$ cat config.mk
export PLATFORM = sky130hd
export DESIGN_NAME = req_arbiter
export DESIGN_NICKNAME = d
export VERILOG_FILES = /design/src/rtl/arbiter_pkg.sv /design/src/rtl/priority_encoder.sv /design/src/rtl/req_arbiter.sv
export SDC_FILE = /design/constraint.sdc
export NUM_CORES = 1
export LEC_CHECK = 0
export CAP_MARGIN = 20
export CORE_AREA = 5 5 42 44
export CTS_CLUSTER_DIAMETER = 120
export DETAILED_ROUTE_END_ITERATION = 16
export DIE_AREA = 0 0 47 49
export GPL_ROUTABILITY_DRIVEN = 0
export GPL_TIMING_DRIVEN = 0
export PLACE_DENSITY = 0.56
export SLEW_MARGIN = 20
export SYNTH_ARGS = -nofsm -noshare
export SYNTH_HDL_FRONTEND = slang
export SYNTH_SLANG_ARGS = --single-unit
$ cat constraint.sdc
create_clock -name clk -period 0.8 [get_ports clk]
set_input_delay 0.12 -clock clk [delete_from_list [all_inputs] [get_ports clk]]
set_output_delay 0.12 -clock clk [all_outputs]
set_load 0.005 [all_outputs]
$ cat src/rtl/arbiter_pkg.sv
// Shared constants and helpers for the request arbiter: legal parameter strings,
// FSM state encoding and the encoded-index width function.
package arbiter_pkg;

  localparam string TYPE_PRIORITY     = "PRIORITY";
  localparam string TYPE_ROUND_ROBIN  = "ROUND_ROBIN";
  localparam string BLOCK_NONE        = "NONE";
  localparam string BLOCK_REQUEST     = "REQUEST";
  localparam string BLOCK_ACKNOWLEDGE = "ACKNOWLEDGE";
  localparam string LSB_LOW           = "LOW";
  localparam string LSB_HIGH          = "HIGH";

  typedef enum logic {
    ARB_IDLE,
    ARB_GRANTED
  } arb_state_e;

  function automatic int encWidth(input int ports);
    return (ports > 1) ? $clog2(ports) : 1;
  endfunction

endpackage

$ cat src/rtl/priority_encoder.sv
// Combinational priority encoder: reports whether any input is set and the index
// of the winning bit, with index 0 or index WIDTH-1 as the highest priority.
module priority_encoder
  import arbiter_pkg::*;
#(
  parameter int    WIDTH        = 4,
  parameter string LSB_PRIORITY = "LOW"
) (
  input  logic [WIDTH-1:0]           req_i,
  output logic                       valid_o,
  output logic [encWidth(WIDTH)-1:0] index_o
);

  localparam int EW         = encWidth(WIDTH);
  localparam bit HIGH_FIRST = (LSB_PRIORITY == LSB_HIGH);

  if (!(LSB_PRIORITY == LSB_LOW || LSB_PRIORITY == LSB_HIGH)) begin : gBadLsb
    $error("priority_encoder: illegal LSB_PRIORITY %s", LSB_PRIORITY);
  end

  // The scan runs towards the preferred end so the last hit is the winner.
  always_comb begin
    index_o = '0;
    if (HIGH_FIRST) begin
      for (int i = 0; i < WIDTH; i++) begin
        if (req_i[i]) index_o = EW'(i);
      end
    end else begin
      for (int i = WIDTH - 1; i >= 0; i--) begin
        if (req_i[i]) index_o = EW'(i);
      end
    end
  end

  assign valid_o = |req_i;

endmodule

$ cat src/rtl/req_arbiter.sv
// Registered N-port request arbiter with fixed or round-robin selection and an
// optional hold (block) mode released by request drop or acknowledge.
module req_arbiter
  import arbiter_pkg::*;
#(
  parameter int    PORTS        = 4,
  parameter string TYPE         = "PRIORITY",
  parameter string BLOCK        = "NONE",
  parameter string LSB_PRIORITY = "LOW"
) (
  input  logic                       clk,
  input  logic                       rst,
  input  logic [PORTS-1:0]           request,
  input  logic [PORTS-1:0]           acknowledge,
  output logic [PORTS-1:0]           grant,
  output logic                       grant_valid,
  output logic [encWidth(PORTS)-1:0] grant_encoded
);

  localparam int EW         = encWidth(PORTS);
  localparam bit IS_RR      = (TYPE == TYPE_ROUND_ROBIN);
  localparam bit HIGH_FIRST = (LSB_PRIORITY == LSB_HIGH);
  localparam bit BLK_REQ    = (BLOCK == BLOCK_REQUEST);
  localparam bit BLK_ACK    = (BLOCK == BLOCK_ACKNOWLEDGE);

  if (PORTS < 2) begin : gBadPorts
    $error("req_arbiter: PORTS must be at least 2");
  end
  if (!(TYPE == TYPE_PRIORITY || TYPE == TYPE_ROUND_ROBIN)) begin : gBadType
    $error("req_arbiter: illegal TYPE %s", TYPE);
  end
  if (!(BLOCK == BLOCK_NONE || BLK_REQ || BLK_ACK)) begin : gBadBlock
    $error("req_arbiter: illegal BLOCK %s", BLOCK);
  end

  arb_state_e       state_q, state_d;
  logic [PORTS-1:0] grantVec_q, grantVec_d;
  logic [PORTS-1:0] mask_q, mask_d;
  logic [EW-1:0]    index_q, index_d;

  logic          plainValid, maskedValid, releaseGrant;
  logic [EW-1:0] plainIndex, maskedIndex, winnerIndex;

  priority_encoder #(.WIDTH(PORTS), .LSB_PRIORITY(LSB_PRIORITY)) plainEnc (
    .req_i   (request),
    .valid_o (plainValid),
    .index_o (plainIndex)
  );

  if (IS_RR) begin : gRr
    priority_encoder #(.WIDTH(PORTS), .LSB_PRIORITY(LSB_PRIORITY)) maskedEnc (
      .req_i   (request & mask_q),
      .valid_o (maskedValid),
      .index_o (maskedIndex)
    );
  end else begin : gFixed
    assign maskedValid = 1'b0;
    assign maskedIndex = '0;
  end

  assign winnerIndex = (IS_RR && maskedValid) ? maskedIndex : plainIndex;

  always_comb begin
    releaseGrant = 1'b1;
    if (BLK_REQ)      releaseGrant = ~request[index_q];
    else if (BLK_ACK) releaseGrant = acknowledge[index_q];
  end

  // The mask keeps only the ports that come after the new winner in rotation order.
  always_comb begin
    state_d    = state_q;
    grantVec_d = grantVec_q;
    index_d    = index_q;
    mask_d     = mask_q;
    if (state_q == ARB_IDLE || releaseGrant) begin
      if (plainValid) begin
        state_d                 = ARB_GRANTED;
        index_d                 = winnerIndex;
        grantVec_d              = '0;
        grantVec_d[winnerIndex] = 1'b1;
        for (int i = 0; i < PORTS; i++) begin
          mask_d[i] = HIGH_FIRST ? (i < int'(winnerIndex)) : (i > int'(winnerIndex));
        end
      end else begin
        state_d    = ARB_IDLE;
        grantVec_d = '0;
        index_d    = '0;
      end
    end
  end

  always_ff @(posedge clk) begin
    if (rst) begin
      state_q    <= ARB_IDLE;
      grantVec_q <= '0;
      index_q    <= '0;
      mask_q     <= '1;
    end else begin
      state_q    <= state_d;
      grantVec_q <= grantVec_d;
      index_q    <= index_d;
      mask_q     <= mask_d;
    end
  end

  assign grant         = grantVec_q;
  assign grant_valid   = (state_q == ARB_GRANTED);
  assign grant_encoded = index_q;

endmodule

== After elaboration in Yosys (flattened, before gate mapping) ==
Index checks and enable logic that the tools add are counted.
Cells by class
  $add $sub $neg: 0
  multiply operators: 0
  div/mod/pow operators: 0
  $lt $le $gt $ge: 2
  equal/unequal tests: 0
  shift-type cells: 0
  muxes and demuxes: 7
  bitwise gates (word level): 1
  reductions and logical operators: 3
Operator list (number)
  $mux W2: 4
  $reduce_or A4 Y1: 1
  $lt A2 B3 Y1 const B: 1
  $demux W1 S2: 1
  $ge A2 B1 Y1 const B: 1
  $mux W1: 2
  $reduce_or A2 Y1: 1
  $logic_and A1 B1 Y1: 1
  $not A1 Y1: 1
Word-level totals
  register bits after elaboration: 7
  latch bits: 0
  bits in writable memories: 0
  ROM bits: 0
  input bits: 10
  output and inout bits: 7
  word-level logic and storage cells: 16
  memories: 0

== Longest topological paths before layout ==
Gate-level depths: netlist (run 1).
  word-level depth: 8
  mapped depth: 2
  mapped depth without buffers: 2

== Modules after synthesis ==
From an unflattened synthesis (run 1), not the netlist that was laid out.
Unflattened totals
  cell total of the unflattened synthesis: 21
  area, all modules: 255.2 µm²
By module, submodules not included
  req_arbiter: times used 1, cells an instance 14, area an instance 220.2 µm², sequential area each 140.1 µm²
  priority_encoder: times used 1, cells an instance 7, area an instance 35.0 µm², sequential area each 0.0 µm²

== Worst setup path before layout (run 1) ==
OpenSTA, ideal clock, no wires.
  path kind: input to register
  start point: in request[2]
  end point: reg index_q[0] (netlist: grant_encoded[0])
  library setup time: 0.079 ns
  data arrival time: 0.453 ns
  data required time: 0.721 ns
  slack: 0.267 ns
  cell stages on the path: 2
  buffers on the path: 0
  cell sequence: nand2b_1 > a211oi_2
Between the ends
  cells in the longest elaborated chain, start to end: 3
  elaborated cells between the ends (all ways): 6
  those cells by class: mux: 3; bitwise: 1; reduce/logical: 2
Ends and longest elaborated chain
  start, declared: RTL line req_arbiter.sv:13  | input logic [PORTS-1:0] request,
  $mux W2 / $reduce_or A4 Y1 (equally long branches): RTL line priority_encoder.sv:30, priority_encoder.sv:35
  $mux W2 / $not A1 Y1 (equally long branches)
  $mux W2 / $reduce_or A2 Y1 (equally long branches)
  end signal, assigned: RTL line req_arbiter.sv:101  | index_q <= index_d;
  end, declared: RTL line req_arbiter.sv:39  | logic [EW-1:0] index_q, index_d;
Several ways; a longest one is shown, not always the timed one.
A chain may end at the register's enable or synchronous reset.

== Final worst setup path (run 1) ==
  start point: reg grantVec_q[2] (netlist: grant[2])
  end point: out grant[2]
RTL lines
  start, declared: RTL line req_arbiter.sv:37  | logic [PORTS-1:0] grantVec_q, grantVec_d;
  start signal, assigned: RTL line req_arbiter.sv:100  | grantVec_q <= grantVec_d;
  end, declared: RTL line req_arbiter.sv:15  | output logic [PORTS-1:0] grant,
No word-level cell between the ends.

==> flow_metrics.tcl, run 1 <==
set metrics [dict create \
    synth.ff_latch_count 7 \
    synth_area_um2 214 \
    p_total_mw 0.756 \
    cts_hold_buf 0 \
    final_util 0.266 \
    die_width_um 47 \
    cp-start-kind "flop" \
    clkTransAtPathRegs_ns 0.05 \
    max_freq_mhz 1270 \
    comb_power_share 0.107 \
    fin_area_um2 373 \
    max_stage_delay_ns 0.31 \
    die-area_um2 2300 \
    grt_pass1_wl_um 738 \
    tightest_slew_ns 0.280 \
    cts_tree "yes" \
    nNetsFinal 45 \
    power.share.clock 0.405 \
    crit_path_cell_trace "buf_2" \
    final_common_cell "buf_2" \
    arrival_ns 0.67 \
    finalHoldViolCount 0 \
    period_minus_slack_ns 0.787 \
    nFillCells 167 \
    core_um2 1400 \
    swShare 0.206 \
    cp-end-kind "output port" \
    grt_setup_unrepaired "true" \
    ctsRootBufferMaster "clkbuf_4" \
    drive_gt1_frac 0.471 \
    std_cell_rows 14 \
    maxSlewViolCount 0 \
    num_vias 187 \
    setup_viol 0 \
    viasPerCell 3.74 \
    synth_cells 18 \
    maxCapViolCount 0 \
    hp-class "input pin to flop" \
    critPathRequiredTime_ns 0.68 \
    cts_buffers 3 \
    cts_setup_buffers 0 \
    track_usage 0.0487 \
    status "finished, final reports clean" \
    p_per_area_nw_per_um2 2030 \
    synth-seq-area-share 0.655 \
    ys_warn_count 0 \
    slew_headroom 0.813 \
    seqPwrFrac 0.488 \
    period_share 0.984 \
    hp-start "request[1]" \
    startpoint "grant[2]" \
    whs_ns 0.183 \
    clock-sinks 7 \
    start_util 0.153 \
    wl_um 522 \
    dp_hpwl_um 370 \
    p_leak_nw 0.178 \
    synth_cell_types 10 \
    avgSynthCellArea_um2 11.9 \
    area_growth_pct 74.3 \
    port_buffers 12 \
    power_switching_mw 0.156 \
    final_cell_mix "buf_2, dfxtp_1, clkbuf_4, dfxtp_2" \
    cp_slowest_cell "dfxtp_2" \
    io-pin-count 17 \
    firstDrtPassIters 1 \
    htree_levels 1 \
    grt_remaining_overflow 0 \
    worst_hold_path.endpoint "grant[2]" \
    grt_max_degree 8 \
    die_h_um 49 \
    p_int_mw 0.600 \
    clock_path_buffers 2 \
    crit_family "flip-flops" \
    crit_fanout 1 \
    whs_path_depth 2 \
    ir_worst_vdd_mv 0.430 \
    path_buf_inv 1 \
    crit_type "flop to output port" \
    n_antenna_cell 0 \
    antenna_found_initial 0 \
    grt_pass1_vias 186 \
    drt_iter0_drc 0 \
    wire_per_inst_um 10.4 \
    postPlaceCellArea_um2 354 \
    drc 0 \
    drtAntennaViolNets 0 \
    synth_nets 28 \
]
-- area by class of cell --
type                    count  area (um2)  share of cell area
inverters                   1        3.75              0.0101
clock buffers               4        26.3              0.0705
repair buffers             12         101               0.272
well taps                  16        20.0              0.0537
multi-input cells          10        77.6               0.208
flip-flops and latches      7         144               0.386
-- power by group through the flow --
stage | combinational [mW] | clock [mW] | sequential [mW]
global route | 0.0890 | 0.345 | 0.369
floorplan | 0.0176 | 0 | 0.376
global placement | 0.0886 | 0 | 0.374
CTS | 0.0732 | 0.321 | 0.367
finish | 0.0807 | 0.306 | 0.369
detailed placement | 0.0874 | 0 | 0.375
-- synth_stat cells (all sizes together) --
library cell / count / share of area
nor4: 2 / 0.058
nor2: 2 / 0.035
dfxtp: 7 / 0.65
a211oi: 1 / 0.058
inv: 1 / 0.018
a21oi: 1 / 0.023
nor3: 1 / 0.023
nand2b: 1 / 0.029
nor2b: 1 / 0.029
nor4b: 1 / 0.070
-- worst max path at each step --
| stage | to | slack, ns | cells past startpoint |
|---|---|---|---|
| 6_report | grant[2] | 0.01 | 1 |
| 5_1_grt | grant[2] | -0.007 | 1 |
| 4_1_cts | grant[2] | 0.003 | 1 |
| 3_5_place_dp | grant_encoded[1] | -0.26 | 2 |
| 3_3_place_gp | grant[2] | -0.27 | 2 |
| 2_1_floorplan | grant_encoded[0] | 0.27 | 2 |
-- layer usage --
layer | global-route usage | wire length (um) | vias up
met3 | 0.0406 | 123 | 0
met5 | 0 | 0 | -
met4 | 0.0415 | 0 | 0
li1 | - | - | 95
met1 | 0.0621 | 216 | 79
met2 | 0.0475 | 183 | 13
-- flip-flops by register name (all words and copies together) (netlist names) --
signal,count
grant,4
grant_valid,1
grant_encoded,2
-- metrics by stage --
step	cells	setup TNS (ns)	worst slack [ns]
after global routing	50	-0.0206	-0.00696
after floorplan	18	0	0.267
after global placement	46	-2.39	-0.271
after CTS	50	0	0.00273
after detailed placement	46	-2.30	-0.256
final	50	0	0.0128
-- kinds of logic (layout without fill, tap and decap cells) --
| group | Yosys count | count (layout) | share of synthesized area |
|---|---|---|---|
| AND/OR/NAND/NOR | 8 | 8 | 0.246 |
| flip-flops | 7 | 7 | 0.655 |
| AO/OA/AOI/OAI | 2 | 2 | 0.0818 |
| buffers and inverters | 1 | 17 | 0.0175 |
-- timing repair --
item                                   4_1_cts  5_1_grt
endpoints found under the hold margin        0        0
pin swaps                                    0        0
setup endpoints to repair                    9        6
gates resized for setup                     30        7
(Power assumes the default switching activity.)
==> run 2: changes to the inputs <==
--- a/config.mk
+++ b/config.mk
@@ -5,6 +5,7 @@
 export SDC_FILE = /design/constraint.sdc
 export NUM_CORES = 1
 export LEC_CHECK = 0
+export ABC_AREA = 1
 export CAP_MARGIN = 20
 export CORE_AREA = 5 5 42 44
 export CTS_CLUSTER_DIAMETER = 120
@@ -12,7 +13,7 @@
 export DIE_AREA = 0 0 47 49
 export GPL_ROUTABILITY_DRIVEN = 0
 export GPL_TIMING_DRIVEN = 0
-export PLACE_DENSITY = 0.56
+export PLACE_DENSITY = 0.58
 export SLEW_MARGIN = 20
 export SYNTH_ARGS = -nofsm -noshare
 export SYNTH_HDL_FRONTEND = slang
==> run 2 against run 1 <==
Sequential cell count did not move. Cell count rose by 26%. Hold slack improved by 0.021 ns. Critical path type unchanged.
==> flow_metrics.tcl, run 2 <==
set metrics [dict create \
    grt_max_degree 5 \
    synth.ff_latch_count 7 \
    ir_worst_vdd_mv 0.459 \
    yosys.area.top_type "dfxtp_1" \
    cts_setup_buffers 0 \
    drt_iter0_drc 1 \
    drive_gt1_frac 0.383 \
    wl_um 445 \
    maxSlewViolCount 0 \
    avgSynthCellArea_um2 7.75 \
    seqCellArea_um2 141 \
    ctsRootBufferMaster "clkbuf_4" \
    die-area_um2 2300 \
    firstDrtPassIters 2 \
    crit_type "flop to output port" \
    core_um2 1400 \
    maxCapViolCount 0 \
    synth_cell_types 7 \
    ys_async_sr_fraction 0 \
    max_freq_mhz 1290 \
    cts_buffers 3 \
    synth-seq-area-share 0.583 \
    grt_pass1_wl_um 648 \
    p_leak_nw 0.225 \
    nNetsFinal 58 \
    yosys.area.top_type_share 0.583 \
    place_inst 59 \
    ys.flop_type "dfxtp_1" \
    cp_slowest_cell "dfxtp_2" \
    synth_area_leaders "dfxtp_1, nand2_1, inv_1, nor2_1, nand3_2" \
    yosysMostFrequentCell "nand2_1" \
    hp-class "input pin to flop" \
    start_util 0.171 \
    drc 0 \
    arrival_ns 0.65 \
    num_vias 220 \
    n_antenna_cell 0 \
    clkTransAtPathRegs_ns 0.05 \
    largest_reg_flops 4 \
    cts_tree "yes" \
    final_cell_count_no_fill 63 \
    multi_input_area_um2 83.8 \
    crit_fanout 1 \
    setup_viol 0 \
    period_share 0.969 \
    clock-sinks 7 \
    nFillCells 174 \
    track_usage 0.0416 \
    synth_edf_count 0 \
    area_growth_pct 61.5 \
    synth_common_cells "nand2_1, dfxtp_1, inv_1" \
    grt_setup_unrepaired "true" \
    die_width_um 47 \
    finalHoldViolCount 0 \
    post-route-worst-setup-slack_ns 0.0251 \
    synth_cells 31 \
    final_util 0.277 \
    final_cell_mix "buf_2, inv_1, nand2_1, dfxtp_1, nor2_1" \
    crit_family "flip-flops" \
    ys_warn_count 0 \
    crit_path_cell_trace "buf_2" \
    cts_hold_buf 0 \
    max_stage_delay_ns 0.30 \
    clock_path_buffers 2 \
    grt_remaining_overflow 0 \
    period_minus_slack_ns 0.775 \
    synth_area_um2 240 \
    final_common_cell "buf_2" \
    p_per_area_nw_per_um2 1940 \
    synth_nets 41 \
    htree_levels 1 \
    viasPerCell 3.49 \
    status "finished, final reports clean" \
    grt_pass1_vias 185 \
    slew_headroom 0.900 \
    antenna_found_initial 0 \
    tightest_slew_ns 0.150 \
    drtAntennaViolNets 0 \
    cp-end-kind "output port" \
    port_buffers 12 \
    wire_per_inst_um 7.06 \
    critPathRequiredTime_ns 0.68 \
    path_buf_inv 1 \
    io-pin-count 17 \
    std_cell_rows 14 \
    die_h_um 49 \
    cp-start-kind "flop" \
    place_worst_setup_slack_ns -0.212 \
]
run 2: cell count changes after synthesis:
cell and change:
a211oi_2 -1, a21oi_1 -1, inv_1 +6, nand2_1 +8, nand2b_1 -1, nand3_1 +1, nand3_2 +1, nor2_1 +4
nor2_2 +1, nor2b_1 -1, nor3_1 -1, nor4_1 -2, nor4b_2 -1
run 2: cells by family (layout without fill, tap and decap cells):
logic type | Yosys count | after routing | synth area share
buffers and inverters | 7 | 23 | 0.109
DFF | 7 | 7 | 0.583
and+or+nand+nor | 17 | 17 | 0.307
run 2: worst paths after layout:
check / slack [ns] / cells after the start / start / to
max: 0.03 / 1 / grant[3] / grant[3]
min: 0.20 / 3 / request[1] / grant[1]
run 2: final cells by class:
class | count | share of cell area
clock buffers | 4 | 0.0677
inverters | 7 | 0.0677
multi-input cells | 17 | 0.216
flip-flops and latches | 7 | 0.365
well taps | 16 | 0.0516
repair buffers | 12 | 0.232
run 2: timing repair:
item / CTS / global route
pin swaps: 0 / 3
setup endpoints to repair: 7 / 7
endpoints found under the hold margin: 0 / 0
cloned: 0 / 0
resized for setup: 29 / 7
run 2: layer usage:
layer  global-route usage  up-vias  share of wire
li1                     -      121              -
met1               0.0441       90           0.40
met5                    0        -              0
met4               0.0691        0              0
met2               0.0543        9           0.47
met3                    0        0           0.14
run 2: per-stage QoR:
stage | power, mW | setup TNS, ns | hold slack [ns] | instance area (um2)
global placement | 0.470 | -1.78 | 0.710 | 380
global route | 0.814 | -0.0190 | 0.210 | 388
CTS | 0.767 | 0 | 0.461 | 373
floorplan | 0.407 | 0 | 0.192 | 240
detailed placement | 0.471 | -1.86 | 0.713 | 380
finish | 0.752 | 0 | 0.204 | 388
run 2: power breakdown:
| group | internal (mW) | switching (mW) | total (mW) |
|---|---|---|---|
| registers | 0.365 | 0.00276 | 0.367 |
| logic | 0.0433 | 0.0418 | 0.0852 |
| clock network | 0.189 | 0.111 | 0.300 |
